**config.mk**
```make
export PLATFORM = sky130hd
export DESIGN_NAME = hsid_min_dist
export DESIGN_NICKNAME = d
export VERILOG_FILES = /design/src/rtl/hsid_pkg.sv /design/src/rtl/hsid_min_dist.sv
export SDC_FILE = /design/constraint.sdc
export NUM_CORES = 1
export LEC_CHECK = 0
export CAP_MARGIN = 30
export CELL_PAD_IN_SITES_DETAIL_PLACEMENT = 2
export CELL_PAD_IN_SITES_GLOBAL_PLACEMENT = 2
export CORE_ASPECT_RATIO = 0.8
export CORE_MARGIN = 4
export CORE_UTILIZATION = 25
export DETAILED_ROUTE_END_ITERATION = 7
export GPL_TIMING_DRIVEN = 0
export PLACE_DENSITY_LB_ADDON = 0.05
export SKIP_CTS_REPAIR_TIMING = 1
export SLEW_MARGIN = 20
export SYNTH_ARGS = -nofsm -noshare
export SYNTH_HDL_FRONTEND = slang
export SYNTH_SLANG_ARGS = --single-unit
```
**constraint.sdc**
```tcl
create_clock -name clk -period 7.9 [get_ports clk]
set_input_delay 2.37 -clock clk [delete_from_list [all_inputs] [get_ports clk]]
set_output_delay 2.37 -clock clk [all_outputs]
set_load 0.005 [all_outputs]
```
**src/rtl/hsid_pkg.sv**
```systemverilog
// Shared types and constants for the hyperspectral identification pipeline.
package hsid_pkg;

  typedef enum logic [1:0] {
    IDLE,
    SEARCH,
    DONE
  } hsid_min_state_t;

  // Widest accumulator the sentinel helper is able to describe.
  localparam int ACC_MAX_WIDTH = 128;

  // All-ones sentinel in the low 'width' bits; callers keep the slice they need.
  function automatic logic [ACC_MAX_WIDTH-1:0] acc_sentinel(input int width);
    logic [ACC_MAX_WIDTH-1:0] ones;
    ones = '0;
    for (int i = 0; i < ACC_MAX_WIDTH; i++) begin
      if (i < width) begin
        ones[i] = 1'b1;
      end
    end
    return ones;
  endfunction

endpackage

```
**src/rtl/hsid_min_dist.sv**
```systemverilog
// Best spectral match: tracks the smallest accumulated distance over one
// library sweep and reports it with its reference index and a done pulse.
module hsid_min_dist
  import hsid_pkg::*;
#(
  parameter  int DATA_WIDTH_ACC        = 48,
  parameter  int HSI_LIBRARY_SIZE      = 4095,
  localparam int HSI_LIBRARY_SIZE_ADDR = $clog2(HSI_LIBRARY_SIZE)
) (
  input  logic                             clk,
  input  logic                             rst_n,
  input  logic                             start,
  input  logic [HSI_LIBRARY_SIZE_ADDR-1:0] lib_size,
  input  logic                             acc_valid,
  input  logic [DATA_WIDTH_ACC-1:0]        acc_value,
  input  logic                             acc_last,
  input  logic [HSI_LIBRARY_SIZE_ADDR-1:0] acc_ref,
  output logic                             busy,
  output logic                             done,
  output logic [DATA_WIDTH_ACC-1:0]        min_value,
  output logic [HSI_LIBRARY_SIZE_ADDR-1:0] min_ref,
  output logic [HSI_LIBRARY_SIZE_ADDR-1:0] refs_seen
);

  localparam logic [ACC_MAX_WIDTH-1:0] SENTINEL_WIDE = acc_sentinel(DATA_WIDTH_ACC);
  localparam logic [DATA_WIDTH_ACC-1:0] ACC_ONES = SENTINEL_WIDE[DATA_WIDTH_ACC-1:0];
  localparam logic [HSI_LIBRARY_SIZE_ADDR-1:0] ONE_REF = 1;

  hsid_min_state_t state;
  hsid_min_state_t next_state;

  logic [HSI_LIBRARY_SIZE_ADDR-1:0] target;
  logic [HSI_LIBRARY_SIZE_ADDR-1:0] seen_inc;
  logic                             counted;
  logic                             take_min;

  // A beat counts only when it closes a reference during a search; a
  // coincident start takes priority and drops it.
  always_comb begin
    counted  = 1'b0;
    take_min = 1'b0;
    seen_inc = refs_seen + ONE_REF;
    if ((state == SEARCH) && acc_valid && acc_last && !start) begin
      counted = 1'b1;
    end
    if (counted && ((refs_seen == '0) || (acc_value < min_value))) begin
      take_min = 1'b1;
    end
  end

  // Next-state logic; start restarts the search from any state.
  always_comb begin
    next_state = state;
    if (start) begin
      next_state = (lib_size == '0) ? DONE : SEARCH;
    end else begin
      case (state)
        IDLE:    next_state = IDLE;
        SEARCH:  next_state = (counted && (seen_inc == target)) ? DONE : SEARCH;
        DONE:    next_state = IDLE;
        default: next_state = IDLE;
      endcase
    end
  end

  // State, status flags and the running minimum, all registered together.
  always_ff @(posedge clk or negedge rst_n) begin
    if (!rst_n) begin
      state     <= IDLE;
      busy      <= 1'b0;
      done      <= 1'b0;
      target    <= '0;
      min_value <= '0;
      min_ref   <= '0;
      refs_seen <= '0;
    end else begin
      state <= next_state;
      busy  <= (next_state == SEARCH);
      done  <= (next_state == DONE);
      if (start) begin
        target    <= lib_size;
        min_value <= ACC_ONES;
        min_ref   <= '0;
        refs_seen <= '0;
      end else if (counted) begin
        refs_seen <= seen_inc;
        if (take_min) begin
          min_value <= acc_value;
          min_ref   <= acc_ref;
        end
      end
    end
  end

endmodule
```
Word level (Yosys, flattened, before mapping). Index checks and enable logic that the tools add are counted.

Equality and inequality tests: 4. Add/subtract/negate cells: 1. Reduce and logical (&&, ||, !) cells: 12. Mux-type cells: 14. $lt $le $gt $ge: 1.

Operator list (count): 48-bit two-way mux (3); 12-bit two-way mux (5); 48-bit less-than comparator (1); 12-bit logical NOT (2); 12-bit by 1-bit adder with 12-bit output, second input constant (1); 12-bit == test (1); 2-bit two-way mux (4); 1-bit logical AND (5); 2-bit by 1-bit == test with 1-bit output, second input constant (2); 2-bit nonzero test (2); 2-bit == test, second input constant (1); 1-bit two-way mux (2); 2-bit AND reduction (1); 1-bit logical NOT (1); 1-bit logical OR (1).

Output and inout bits: 74. Register bits: 88. Bits of input ports: 77.

Logic depth before layout (Yosys ltp). Gate-level depths: netlist (run 1).

Word-level depth: 10. Mapped depth: 11. Gate-level depth less buffers: 9.

Least setup slack after synthesis (run 1). OpenSTA, ideal clock, no wires.

Path kind: in2reg. Start: input port acc_value[30]. End: register min_value[2]. Stages: 10. Path slack: 3.391 ns. Arrival: 4.388 ns. Cells stage by stage: ha_1 -> nand4_1 -> nor2_1 -> a221o_1 -> a211o_1 -> a211o_1 -> a211o_1 -> buf_6 -> buf_6 -> o22a_1.

Longest elaborated chain between the ends: 6.

Ends and longest elaborated chain: start, declared (line hsid_min_dist.sv:15) `input logic [DATA_WIDTH_ACC-1:0] acc_value,`; 48-bit less-than comparator (line hsid_min_dist.sv:46) `if (counted && ((refs_seen == '0) || (acc_value < min_value))) begin`; 1-bit logical OR (line hsid_min_dist.sv:46); 1-bit logical AND (line hsid_min_dist.sv:46); 1-bit two-way mux (line hsid_min_dist.sv:46); 2-bit nonzero test (no source line); 2-bit AND reduction (no source line); end signal, assigned (line hsid_min_dist.sv:88) `min_value <= acc_value;`; end, declared (line hsid_min_dist.sv:20) `output logic [DATA_WIDTH_ACC-1:0] min_value,`.

No other way between the ends. A chain may end at the register's enable or synchronous reset.

Worst setup path in the final report (run 1).
Start: input port acc_value[21]. End: register min_ref[0].

Longest elaborated chain between the ends: 6.

Ends and longest elaborated chain: 48-bit less-than comparator (line hsid_min_dist.sv:46); 1-bit logical OR (line hsid_min_dist.sv:46); 1-bit logical AND (line hsid_min_dist.sv:46); 1-bit two-way mux (line hsid_min_dist.sv:46); 2-bit nonzero test (no source line); 2-bit AND reduction (no source line); end signal, assigned (line hsid_min_dist.sv:89) `min_ref <= acc_ref;`; end, declared (line hsid_min_dist.sv:21) `output logic [HSI_LIBRARY_SIZE_ADDR-1:0] min_ref,`.

No other way between the ends.

==> results.toml, run 1 <==
[global_route]
grt_max_degree = 48
grt-ovfl-total = 0
grt_pass1_vias = 4785
antenna_found_initial = 0
grt_pass1_wl_mm = 26.4
grt_usage_pct = 15.2

[placed_design]
dpl_worst_slack_ns = 2.21
io_buffers = 150
hpwlAfterDp_mm = 12.8
place.gp.congestion = 0.742

[worst_setup_path]
critPathCaptureType = "flop"
arrival_ns = 5.42
critical_path_class = "input port to flop"
required_ns = 8.13
path_max_fanout = 10
cp-start-kind = "input port"

[sta]
fin_tns_setup_ns = 0
fin_crit_sh_pct = 65.7
final_max_slew_viol_count = 0
tightest_slew_ns = 0.721
hold_viol_final = 0
fmax_mhz = 193
worst_slack_ns = 2.71
finClkSkew_ns = 0.0125
finalSetupViolations = 0
fin_crit_ns = 5.19
grt_setup_unrepaired = "false"
maxSlewHeadroom_pct = 51.9

[finish]
utilization_pct = 36.9
fillers = 2061
multi_input_area_sq_mm = 0.00228
area_growth_pct = 43.7
layout-drive-gt1-share_pct = 6.49
nNetsFinal = 768
diodes = 0
regArea_sq_mm = 0.00220

[floorplanning]
num_io_pins = 151
dieArea_sq_mm = 0.0219
dieWidth_um = 165
fp.dieH_um = 133
rows = 45
start_util_pct = 25.7
coreArea_sq_mm = 0.0191

[job]
drv_cap = 0

[yosys]
synth_most_common_cell = "dfrtp_1"
synth_edf_count = 0
yosys.area.top_type = "dfrtp_1"
synth_top_area_share_pct = 44.9
synth_area_per_cell_sq_um = 10.2
synthTopCellsByCount = "88 x dfrtp_1, 76 x inv_1, 49 x ha_1"
synthTopCellsByArea = "dfrtp_1 45%, ha_1 13%, o22a_1 8.6%"
ys_seq_elements = 88
ys_seq_area_share_pct = 44.9
netlist-cell-type-count = 40
synthCells = 480
synthFlopType = "dfrtp_1"
syn_area_sq_mm = 0.00490
synthArstFlopShare_pct = 100
syn_nets = 606
ys_warn_count = 0

[clock_network]
root_buffer = "clkbuf_16"
clk_latency_ns = 0.35
clk_pin_slew_worst_paths_ns = 0.07
htree_levels = 3
clk_path_buf_depth = 2
cts_tree = "done"
cts-buffers-inserted = 9
clock-sinks = 88

[outcome]
status = "completed"

[pwr]
sw_frac_of_total_pct = 27.0
ir_drop_v = 0.0000847
p_leak_uw = 0.00318
combPwrFrac_pct = 17.7
power_switching_uw = 306
p_int_uw = 829
seqPwrFrac_pct = 43.2
p_clk_share_pct = 39.1
p_per_area_mw_per_mm2 = 161

[routing]
ant_nets = 0
drtIter0Drc = 62
vias_per_cell = 4.67
via_count = 4227
drc_errors = 0
detail_route.wl_per_cell_um = 18.0
drt_first_pass_iters = 5
drt-total-wl_mm = 16.3

[hold_path]
hold_class = "flop to flop"
-- cell families after synthesis --
family,after synthesis,synth area share [%]
multiplexers,13,2.94
buffers and inverters,96,8.61
AO/OA/AOI/OAI,117,16.9
flip-flops,88,44.9
AND/OR/NAND/NOR,91,9.42
XOR/XNOR,26,4.65
adder cells (fa/ha/maj),49,12.5
-- final timing paths --
| kind | slack (ns) | to | depth (start not counted) | startpoint |
|---|---|---|---|---|
| worst min-delay path | 0.54 | min_value[2] | 1 | min_value[2] |
| worst max-delay path | 2.71 | min_ref[0] | 10 | acc_value[21] |
| worst max register to register | 4.80 | min_ref[0] | 10 | min_value[23] |
| worst min register to register | 0.54 | min_value[2] | 1 | min_value[2] |
| min in group asynchronous | 1.93 | min_ref[11] | 1 | rst_n |
| max in group asynchronous | 5.36 | min_value[21] | 2 | rst_n |
-- final cells by class --
type                       instances  area share, %
sequential                        88           31.3
timing repair buffer             151           21.7
inverter                          76           4.05
clock buffer                      11           3.30
multi-input combinational        296           32.3
clock inverter                     5          0.817
buffer                            20           1.94
tap                              258           4.58
-- cell usage in the layout (no fill, tap or decap), types with 13 or more instances in the layout --
| master | instances |
|---|---|
| clkdlybuf4s50_1 | 149 |
| dfrtp_1 | 88 |
| inv_1 | 76 |
| ha_1 | 49 |
| o22a_1 | 48 |
| a21oi_1 | 29 |
| nand2_1 | 25 |
| xnor2_1 | 19 |
| nor2_1 | 18 |
| o21ai_0 | 13 |
-- power groups by stage --
| stage | logic, uW | registers (uW) | clock network, uW |
|---|---|---|---|
| 2_1_floorplan | 85.1 | 496 | 0 |
| 3_3_place_gp | 197 | 498 | 0 |
| 3_5_place_dp | 205 | 499 | 0 |
| 4_1_cts | 207 | 491 | 461 |
| 5_1_grt | 225 | 494 | 480 |
| 6_report | 201 | 490 | 444 |
-- state kept, by name, summed over array words and instances, names as in the netlist --
signal     flops
target        12
min_ref       12
refs_seen     12
min_value     48
done           1
busy           1
state          2
-- per-stage QoR --
stage / area, sq um / hold WS [ns] / power [uW] / instances
after global routing: 7040 / 0.558 / 1200 / 905
after global placement: 6720 / 0.514 / 695 / 888
after CTS: 7040 / 0.541 / 1160 / 905
final: 7040 / 0.537 / 1130 / 905
after detailed placement: 6750 / 0.522 / 705 / 889
after floorplan: 4900 / 0.501 / 581 / 480
-- critical path, cell delays in order --
cell and delay, ns:
clkdlybuf4s50_1 0.46, ha_1 0.34, a21oi_1 0.16, o21ai_0 0.12, a221o_1 0.32, a211o_1 0.27, a211o_1 0.29, a21oi_1 0.58
buf_2 0.37, o22ai_1 0.12
-- per-layer routing --
metal  vias to the layer above  share of wire [%]  GRT usage (%)  wire, um
li1                       2009                  -              -         -
met1                      2113                 46           20.4      7490
met2                        93                 47           24.6      7690
met3                        12                5.7           3.77       937
met4                         0                1.3           3.83       213
met5                         -                  0              0         0
(Power assumes the default switching activity.)
==> inputs of run 2 (changes only) <==
==> constraint.sdc (replaced) <==
create_clock -name clk -period 4.5 [get_ports clk]
set_input_delay 1.35 -clock clk [delete_from_list [all_inputs] [get_ports clk]]
set_output_delay 1.35 -clock clk [all_outputs]
set_load 0.005 [all_outputs]
==> results of run 2 <==
The final DEF is identical to that of run 1. Status: completed.
Among the figures that moved: setup slack after placement 2.21 ns -> -0.171 ns; setup slack after layout 2.71 ns -> 0.333 ns; register-to-register setup slack 4.80 ns -> 1.40 ns; total power 1130 uW -> 1990 uW; worst IR drop on VDD 0.0000847 V -> 0.000149 V
==> inputs of run 3 (changes only) <==
--- a/config.mk
+++ b/config.mk
@@ -12,9 +12,11 @@
 export CORE_MARGIN = 4
 export CORE_UTILIZATION = 25
 export DETAILED_ROUTE_END_ITERATION = 7
+export DONT_BUFFER_PORTS = 1
 export GPL_TIMING_DRIVEN = 0
 export PLACE_DENSITY_LB_ADDON = 0.05
 export SKIP_CTS_REPAIR_TIMING = 1
+export SKIP_LAST_GASP = 1
 export SLEW_MARGIN = 20
 export SYNTH_ARGS = -nofsm -noshare
 export SYNTH_HDL_FRONTEND = slang
==> run 3 against run 2 <==
  * Sequential power rose by 0.9%
  * Final cell count fell by 17%
  * Combinational power fell by 45%
  * Sequential share of layout area rose by 8.6 points
  * First-iteration DRC count rose by 87%
  * Die area did not move
  * Largest power group unchanged
==> results.toml, run 3 (same netlist as run 1, synthesis figures left out) <==
[outcome]
status = "completed"

[floorplanning]
dieArea_sq_mm = 0.0219
coreArea_sq_mm = 0.0191
num_io_pins = 151
fp.dieH_um = 133
rows = 45
start_util_pct = 25.7
dieWidth_um = 165

[sta]
maxSlewHeadroom_pct = 55.1
worst_slack_ns = 0.844
grt_setup_unrepaired = "false"
finalSetupViolations = 0
fin_tns_setup_ns = 0
fin_crit_sh_pct = 81.2
final_max_slew_viol_count = 0
tightest_slew_ns = 0.674
finClkSkew_ns = 0.00654
fmax_mhz = 274
hold_viol_final = 0
fin_crit_ns = 3.66

[clock_network]
clk_latency_ns = 0.35
cts_tree = "done"
cts-buffers-inserted = 9
clk_pin_slew_worst_paths_ns = 0.06
htree_levels = 3
root_buffer = "clkbuf_16"
clock-sinks = 88
clk_path_buf_depth = 2

[worst_setup_path]
crit_chain = "ha_1, nand4_1, nor2_1, a221o_1, a211o_1, a211o_1, a21oi_1, buf_2, o22a_1"
critPathCaptureType = "flop"
r2r_end = "min_value[18]"
reg2reg_depth = 10
cp-start-kind = "input port"
cpPeakStageDelay_ns = 0.55
cpMaxStageDelayCell = "a21oi_1"
reg2reg_from = "min_value[30]"
path_max_fanout = 10
setup.worst_path.start = "acc_value[30]"
ff2ff_setup_slack_ns = 1.38
required_ns = 4.78
arrival_ns = 3.94
critical_path_class = "input port to flop"
cp_common_cell = "a211o_1"

[placed_design]
dpl_worst_slack_ns = 0.365
hpwlAfterDp_mm = 11.6
dp.cells = 738
io_buffers = 0
place.gp.congestion = 0.702

[finish]
mostFrequentLayoutCell = "dfrtp_1"
largest_reg_flops = 48
area_growth_pct = 12.7
final-instance-count-excl-fill = 754
diodes = 0
fillers = 2104
mostFrequentLayoutCells = "88 x dfrtp_1, 76 x inv_1, 49 x ha_1"
nNetsFinal = 617
layout-drive-gt1-share_pct = 8.27
regArea_sq_mm = 0.00220
regMostFlops = "min_value"
multi_input_area_sq_mm = 0.00228

[pwr]
p_leak_uw = 0.00257
ir_drop_v = 0.000136
p_int_uw = 1350
seqPwrFrac_pct = 47.2
sw_frac_of_total_pct = 26.4
combPwrFrac_pct = 10.5
p_clk_share_pct = 42.2
p_per_area_mw_per_mm2 = 333
power_switching_uw = 486

[global_route]
grt_usage_pct = 14.1
grt_pass1_vias = 3949
grt-ovfl-total = 0
grt_pass1_wl_mm = 23.8
grt_max_degree = 89
antenna_found_initial = 0

[hold_path]
hold_start = "target[6]"
whs_endpoint = "target[6]"
hold_class = "flop to flop"
min_path_cells = 1

[routing]
drt_first_pass_iters = 4
drc_errors = 0
drt-total-wl_mm = 15.2
via_count = 3580
drtIter0Drc = 116
detail_route.wl_per_cell_um = 20.2
vias_per_cell = 4.75
ant_nets = 0

[job]
drv_cap = 0
## run 3: cell types whose count changed in the layout (fill, tap and decap cells not counted)
cell             previous run  this run
inv_6                       0         1
clkdlybuf4s50_1           149         0
clkinv_2                    1         0
clkbuf_1                    6         5
buf_16                      1         0
clkinvlp_4                  3         4
buf_6                       8         7
## run 3: worst max path at each step
stage | to
floorplan | min_value[2]
global placement | min_ref[11]
detailed placement | min_ref[0]
CTS | min_value[18]
global route | min_value[18]
finish | min_value[18]
## run 3: layout make-up
type,instances,share of cell area (%)
Sequential cell,88,39.9
Clock buffer,10,4.15
Buffer,20,2.47
Multi-Input combinational cell,296,41.2
Inverter,76,5.17
Clock inverter,6,1.25
Tap cell,258,5.85
## run 3: per-stage QoR
step / area (sq um) / power, uW / hold WS [ns] / util (%)
6_report: 5520 / 1840 / 0.535 / 28.9
2_1_floorplan: 4900 / 1020 / 0.501 / -
5_1_grt: 5520 / 1950 / 0.549 / 28.9
3_5_place_dp: 5220 / 1080 / 0.525 / 27.4
3_3_place_gp: 5220 / 1070 / 0.516 / 27.4
4_1_cts: 5520 / 1890 / 0.540 / 28.9
## run 3: routing by layer
layer | up-vias | GRT usage [%] | share of wire [%] | routed length, um
li1 | 1704 | - | - | -
met1 | 1777 | 18.3 | 45 | 6810
met2 | 89 | 22.0 | 45 | 6870
met3 | 10 | 6.00 | 9.2 | 1400
met4 | 0 | 3.05 | 0.94 | 143
met5 | - | 0 | 0 | 0
## run 3: worst max-delay path, delay by kind of cell
kind	cells	cell delay, ns
AO/OA/AOI/OAI	5	1.64
adder cells (fa/ha/maj)	1	0.32
AND/OR/NAND/NOR	2	0.26
buffers and inverters	1	0.38
## run 3: power groups by stage
stage	Clock [uW]	Combinational, uW	Sequential, uW
after CTS	823	200	870
after global routing	853	224	875
after floorplan	0	149	871
after global placement	0	191	884
after detailed placement	0	198	886
final	777	194	868
